<file path="config.mk">
export PLATFORM = sky130hd
export DESIGN_NAME = tqv_periph_arbiter
export DESIGN_NICKNAME = d
export VERILOG_FILES = /design/src/rtl/tqv_periph_arbiter.sv
export SDC_FILE = /design/constraint.sdc
export NUM_CORES = 1
export LEC_CHECK = 0
export BUFFER_PORTS_ARGS = -buffer_cell sky130_fd_sc_hd__buf_4
export CAP_MARGIN = 20
export CORE_MARGIN = 2
export CORE_UTILIZATION = 35
export CTS_CLUSTER_DIAMETER = 40
export DETAILED_ROUTE_END_ITERATION = 10
export GPL_ROUTABILITY_DRIVEN = 0
export SLEW_MARGIN = 20
export SYNTH_ARGS = -nofsm -noshare
export SYNTH_HDL_FRONTEND = slang
export SYNTH_SLANG_ARGS = --single-unit
</file>
<file path="constraint.sdc">
create_clock -name clk -period 4.6 [get_ports clk]
set_input_delay 0 -clock clk [delete_from_list [all_inputs] [get_ports clk]]
set_output_delay 0 -clock clk [all_outputs]
set_load 0.005 [all_outputs]
</file>
<file path="src/rtl/tqv_periph_arbiter.sv">
// Two-port round-robin arbiter sharing one TinyQV peripheral register bus.
// Optional read timeout enabled by defining TQV_ARB_READ_TIMEOUT_EN, which adds
// the sticky timeout_err output.
module tqv_periph_arbiter #(
    parameter int unsigned ADDR_W = 6,
    parameter int unsigned DATA_W = 32
) (
    input  logic              clk,
    input  logic              rst_n,
    input  logic              m0_req,
    input  logic              m0_we,
    input  logic [1:0]        m0_txn,
    input  logic [ADDR_W-1:0] m0_addr,
    input  logic [DATA_W-1:0] m0_wdata,
    output logic [DATA_W-1:0] m0_rdata,
    output logic              m0_done,
    input  logic              m1_req,
    input  logic              m1_we,
    input  logic [1:0]        m1_txn,
    input  logic [ADDR_W-1:0] m1_addr,
    input  logic [DATA_W-1:0] m1_wdata,
    output logic [DATA_W-1:0] m1_rdata,
    output logic              m1_done,
    output logic [ADDR_W-1:0] address,
    output logic [DATA_W-1:0] data_in,
    output logic [1:0]        data_write_n,
    output logic [1:0]        data_read_n,
    input  logic [DATA_W-1:0] data_out,
    input  logic              data_ready,
    output logic              busy
`ifdef TQV_ARB_READ_TIMEOUT_EN
    ,
    output logic              timeout_err
`endif
);

    localparam logic [1:0] TXN_BYTE = 2'b00;
    localparam logic [1:0] TXN_HALF = 2'b01;
    localparam logic [1:0] TXN_NOP  = 2'b11;
    localparam logic [1:0] STB_IDLE = 2'b11;

    typedef enum logic [1:0] {
        ST_IDLE,
        ST_WRITE,
        ST_READ,
        ST_DONE
    } state_t;

    state_t            state_q, state_d;
    logic              last_grant_q, last_grant_d;
    logic              gnt_q, gnt_d;
    logic [1:0]        txn_q, txn_d;
    logic [ADDR_W-1:0] address_q, address_d;
    logic [DATA_W-1:0] data_in_q, data_in_d;
    logic [1:0]        write_n_q, write_n_d;
    logic [1:0]        read_n_q, read_n_d;
    logic [DATA_W-1:0] m0_rdata_q, m0_rdata_d;
    logic [DATA_W-1:0] m1_rdata_q, m1_rdata_d;
    logic              m0_done_q, m0_done_d;
    logic              m1_done_q, m1_done_d;
    logic              busy_q, busy_d;

    // Request selection and completion helpers
    logic              sel;
    logic              sel_we;
    logic [1:0]        sel_txn;
    logic [ADDR_W-1:0] sel_addr;
    logic [DATA_W-1:0] sel_wdata;
    logic              done_c;
    logic              rd_upd;
    logic [DATA_W-1:0] rd_val;

`ifdef TQV_ARB_READ_TIMEOUT_EN
    localparam logic [7:0] TIMEOUT_LAST = 8'd254;
    logic [7:0] cnt_q, cnt_d;
    logic       timeout_q, timeout_d;
`endif

    // Keep only the bytes the transaction size asks for
    function automatic logic [DATA_W-1:0] mask_rdata(input logic [1:0] txn,
                                                     input logic [DATA_W-1:0] d);
        logic [DATA_W-1:0] r;
        case (txn)
            TXN_BYTE: r = {{(DATA_W-8){1'b0}}, d[7:0]};
            TXN_HALF: r = {{(DATA_W-16){1'b0}}, d[15:0]};
            default:  r = d;
        endcase
        return r;
    endfunction

    // Next-state and next-output logic
    always_comb begin
        state_d      = state_q;
        last_grant_d = last_grant_q;
        gnt_d        = gnt_q;
        txn_d        = txn_q;
        address_d    = address_q;
        data_in_d    = data_in_q;
        write_n_d    = write_n_q;
        read_n_d     = read_n_q;
        m0_rdata_d   = m0_rdata_q;
        m1_rdata_d   = m1_rdata_q;
        m0_done_d    = 1'b0;
        m1_done_d    = 1'b0;
        done_c       = 1'b0;
        rd_upd       = 1'b0;
        rd_val       = '0;
        // Tie goes to the port that was not granted last; otherwise the lone requester
        sel          = (m0_req && m1_req) ? ~last_grant_q : m1_req;
        sel_we       = sel ? m1_we    : m0_we;
        sel_txn      = sel ? m1_txn   : m0_txn;
        sel_addr     = sel ? m1_addr  : m0_addr;
        sel_wdata    = sel ? m1_wdata : m0_wdata;
`ifdef TQV_ARB_READ_TIMEOUT_EN
        cnt_d        = cnt_q;
        timeout_d    = timeout_q;
`endif

        case (state_q)
            ST_IDLE: begin
                if (m0_req || m1_req) begin
                    gnt_d        = sel;
                    last_grant_d = sel;
                    txn_d        = sel_txn;
                    address_d    = sel_addr;
                    data_in_d    = sel_wdata;
                    if (sel_txn == TXN_NOP) begin
                        state_d = ST_DONE;
                        done_c  = 1'b1;
                        rd_upd  = 1'b1;
                    end else if (sel_we) begin
                        state_d   = ST_WRITE;
                        write_n_d = sel_txn;
                    end else begin
                        state_d  = ST_READ;
                        read_n_d = sel_txn;
`ifdef TQV_ARB_READ_TIMEOUT_EN
                        cnt_d    = 8'd0;
`endif
                    end
                end
            end
            ST_WRITE: begin
                write_n_d = STB_IDLE;
                state_d   = ST_DONE;
                done_c    = 1'b1;
            end
            ST_READ: begin
                if (data_ready) begin
                    rd_upd   = 1'b1;
                    rd_val   = mask_rdata(txn_q, data_out);
                    read_n_d = STB_IDLE;
                    state_d  = ST_DONE;
                    done_c   = 1'b1;
`ifdef TQV_ARB_READ_TIMEOUT_EN
                end else if (cnt_q == TIMEOUT_LAST) begin
                    rd_upd    = 1'b1;
                    rd_val    = '1;
                    read_n_d  = STB_IDLE;
                    state_d   = ST_DONE;
                    done_c    = 1'b1;
                    timeout_d = 1'b1;
                end else begin
                    cnt_d = cnt_q + 8'd1;
`endif
                end
            end
            default: begin
                state_d = ST_IDLE;
            end
        endcase

        if (done_c) begin
            if (gnt_d) m1_done_d = 1'b1;
            else       m0_done_d = 1'b1;
        end
        if (rd_upd) begin
            if (gnt_d) m1_rdata_d = rd_val;
            else       m0_rdata_d = rd_val;
        end
        busy_d = (state_d != ST_IDLE);
    end

    // FSM state and grant history
    always_ff @(posedge clk or negedge rst_n) begin
        if (!rst_n) begin
            state_q      <= ST_IDLE;
            last_grant_q <= 1'b1;
            gnt_q        <= 1'b0;
            txn_q        <= TXN_NOP;
        end else begin
            state_q      <= state_d;
            last_grant_q <= last_grant_d;
            gnt_q        <= gnt_d;
            txn_q        <= txn_d;
        end
    end

    // Registered bus and requester outputs
    always_ff @(posedge clk or negedge rst_n) begin
        if (!rst_n) begin
            address_q  <= '0;
            data_in_q  <= '0;
            write_n_q  <= STB_IDLE;
            read_n_q   <= STB_IDLE;
            m0_rdata_q <= '0;
            m1_rdata_q <= '0;
            m0_done_q  <= 1'b0;
            m1_done_q  <= 1'b0;
            busy_q     <= 1'b0;
        end else begin
            address_q  <= address_d;
            data_in_q  <= data_in_d;
            write_n_q  <= write_n_d;
            read_n_q   <= read_n_d;
            m0_rdata_q <= m0_rdata_d;
            m1_rdata_q <= m1_rdata_d;
            m0_done_q  <= m0_done_d;
            m1_done_q  <= m1_done_d;
            busy_q     <= busy_d;
        end
    end

`ifdef TQV_ARB_READ_TIMEOUT_EN
    // Read wait counter and sticky timeout flag
    always_ff @(posedge clk or negedge rst_n) begin
        if (!rst_n) begin
            cnt_q     <= 8'd0;
            timeout_q <= 1'b0;
        end else begin
            cnt_q     <= cnt_d;
            timeout_q <= timeout_d;
        end
    end

    assign timeout_err = timeout_q;
`endif

    assign address      = address_q;
    assign data_in      = data_in_q;
    assign data_write_n = write_n_q;
    assign data_read_n  = read_n_q;
    assign m0_rdata     = m0_rdata_q;
    assign m1_rdata     = m1_rdata_q;
    assign m0_done      = m0_done_q;
    assign m1_done      = m1_done_q;
    assign busy         = busy_q;

endmodule

</file>
==> results.ini <==
[placed_design]
numPortBuffers=227
placed_area_um2=7310
dpl_hpwl_mm=11.3

[routing]
post_detailed_route_drc_marker_count=0
detail-route-antenna-nets=0
num_vias=5692
detailedRoute.firstIterationViolations=460
post_drt_wl_per_cell_um=16.1
total_wire_length_mm=18.3
routed_via_density=5.01
drt_first_pass_iters=5

[power_and_ir_drop]
power.density_cell_area_nw_per_um2=622
finalPower_mw=5.64
largest_voltage_drop_on_the_vdd_net_uv=276
power.leakage_nw=4.21

[synth]
postSynthAreaPerCell_um2=9.33
netlist_area_um2=5540
yosysSeqAreaShare_pct=52.1
synth_warnings=0
synth_enable_flop_cells=0
ys_top_cells_by_area=sky130_fd_sc_hd__dfrtp_1 49%, sky130_fd_sc_hd__nand2_1 12%, sky130_fd_sc_hd__o211ai_1 8.7%, sky130_fd_sc_hd__mux2i_1 7.2%, sky130_fd_sc_hd__nand3_1 5.8%
post_synth_num_cell_types=38
area_fraction_of_the_dominant_cell_type_after_synthesis_pct=48.7
postSynthRegisterBits=115
yosys_most_used_dff=sky130_fd_sc_hd__dfrtp_1
async_set_or_reset_flop_fraction_in_the_synthesized_netlist_pct=100
post-synth-top-area-cell=sky130_fd_sc_hd__dfrtp_1
synth_cells=594
synth_nets=713

[global_routing]
via_count_of_the_first_global_routing_pass=5644
grt_overflow=0
wire_length_of_the_first_global_routing_pass_mm=29.3
grt_start_max_net_pins=82
grt_antenna_before_repair=0
global_route.usage.total_pct=22.2

[clock_tree]
post_cts_hold_buffer_count=111
cts.root.buffer_cell=sky130_fd_sc_hd__clkbuf_16
clock_latency_ns=0.42
clock_tree.htree_level_count=4
post_cts_resize_count=0
cts_tree=done
cts_post_setup_buffers_inserted=0
tritoncts.num_buffers=17
cts.clk_slew.worst_paths_ns=0.05
cts_sinks=115
cts_max_path_buffers=2

[hold_path]
hold_class=input pin to flop

[timing]
final-hold-violation-count=0
final_max_slew_viol_count=0
timing.max_slew.rel_slack_pct=37.9
tns_setup_ns=0
period_minus_slack_ns=3.21
fin_skew_ns=0.0103
clock.fmax_ghz=0.311
timing.hold.ws_ns=0.0229
timing_worst_slew_pin_value_ns=0.930
finalSetupViolations=0
grt_setup_unrepaired=false
post-route-period-util_pct=69.8

[die]
row_count=46
chipWidth_um=130
io-pin-count=228
die_area_um2=16900
floorplan.die.height_um=130
floorplan.initialDensity_pct=35.4
design.core.area_um2=15700

[critical_path]
cp_max_fo=66
max_stage_delay_ns=0.93
end_kind=flop
critPathLaunchType=flop
cp_cell_sequence=or3b_1, a22oi_2, buf_4, clkinv_2, nand3_1, o211ai_1
worst_path_max_delay_cell=sky130_fd_sc_hd__clkinv_2
worst-endpoint-arrival_ns=3.47
setup.worst_path.class=flop to flop
data_required_critical_path_ns=4.85

[finish]
antenna_cells_inserted=0
syn_to_final_growth_pct=63.4
final_nets=1026
layout_commonest_cell=sky130_fd_sc_hd__buf_4
layout_common_cells=233 x sky130_fd_sc_hd__buf_4, 171 x sky130_fd_sc_hd__nand2_1, 111 x sky130_fd_sc_hd__dlygate4sd3_1, 108 x sky130_fd_sc_hd__dfrtp_1
final_area_um2=9060
post_route_cells_drive_above_1_share_pct=30.4

[job]
cap_viol_max_count=0

[status]
result_of_the_run=complete, no violations

[layout make-up]
type | count | area (µm²)
multi-input cells | 428 | 2400
inverters | 1 | 5.00
well taps | 216 | 270
flip-flops and latches | 115 | 2890
clock inverters | 9 | 150
clock buffers | 23 | 488
fillers | 1328 | 6590
repair buffers | 344 | 2860
[final timing paths]
path                       startpoint  cells after the start  slack [ns]             end
hold reg to reg            address[3]                      2        0.48      address[3]
max in group asynchronous       rst_n                      3        3.14            busy
setup / recovery           state_q[0]                      6        1.39    m1_rdata[23]
hold / removal                  m1_we                      4        0.02  data_read_n[0]
min in group asynchronous       rst_n                      2        0.25     m1_rdata[3]
setup reg to reg           state_q[0]                      6        1.39    m1_rdata[23]
[registers in the layout (all words and copies together), names as in the netlist]
register	flops
m0_done	1
m1_done	1
last_grant_q	1
data_write_n	2
busy	1
m1_rdata	32
data_in	32
state_q	2
txn_q	2
gnt_q	1
m0_rdata	32
data_read_n	2
address	6
[synth_stat cells (all sizes together), types with 3 or more instances]
| cell type | n |
|---|---|
| nand3 | 64 |
| o211ai | 64 |
| dfstp | 7 |
| buf | 37 |
| o21ai | 41 |
| nand2b | 5 |
| a21boi | 3 |
| nor2 | 7 |
| mux2i | 40 |
| nand2 | 172 |
| a21oi | 3 |
| clkbuf | 13 |
| a31oi | 4 |
| dfrtp | 108 |
[critical path, delay by kind of cell (launching register included)]
| kind | cells | cell delay, ns |
|---|---|---|
| flip-flops | 1 | 0.49 |
| AO/OA/AOI/OAI | 2 | 0.25 |
| buffers and inverters | 2 | 1.51 |
| AND/OR/NAND/NOR | 2 | 0.75 |
[through the flow]
stage                     utilization [%]  setup WS, ns  cells
after global placement               46.7          1.84    993
after global routing                 57.9          1.04   1136
final                                57.9          1.39   1136
after detailed placement             46.7          1.80    993
after floorplan                         -          2.98    594
after CTS                            57.9          1.78   1136
[cell families after synthesis]
logic type,after synthesis,synth area share [%]
buf+inv,51,4.85
simple gates,261,20.3
mux,42,7.63
flops,115,52.1
compound gates,125,15.1
[power breakdown]
part | total, mW | switching [mW] | internal [mW]
registers | 1.87 | 0.370 | 1.50
logic | 2.34 | 1.18 | 1.16
clock network | 1.43 | 0.469 | 0.961
[metal layers]
| layer | track usage, % | up-vias | share of wire (%) |
|---|---|---|---|
| li1 | - | 2713 | - |
| met3 | 7.05 | 32 | 8.4 |
| met4 | 8.10 | 0 | 2.0 |
| met2 | 35.0 | 248 | 47 |
| met1 | 28.8 | 2699 | 42 |
| met5 | 0 | - | 0 |
No activity file was read; power rests on OpenSTA's default activity.
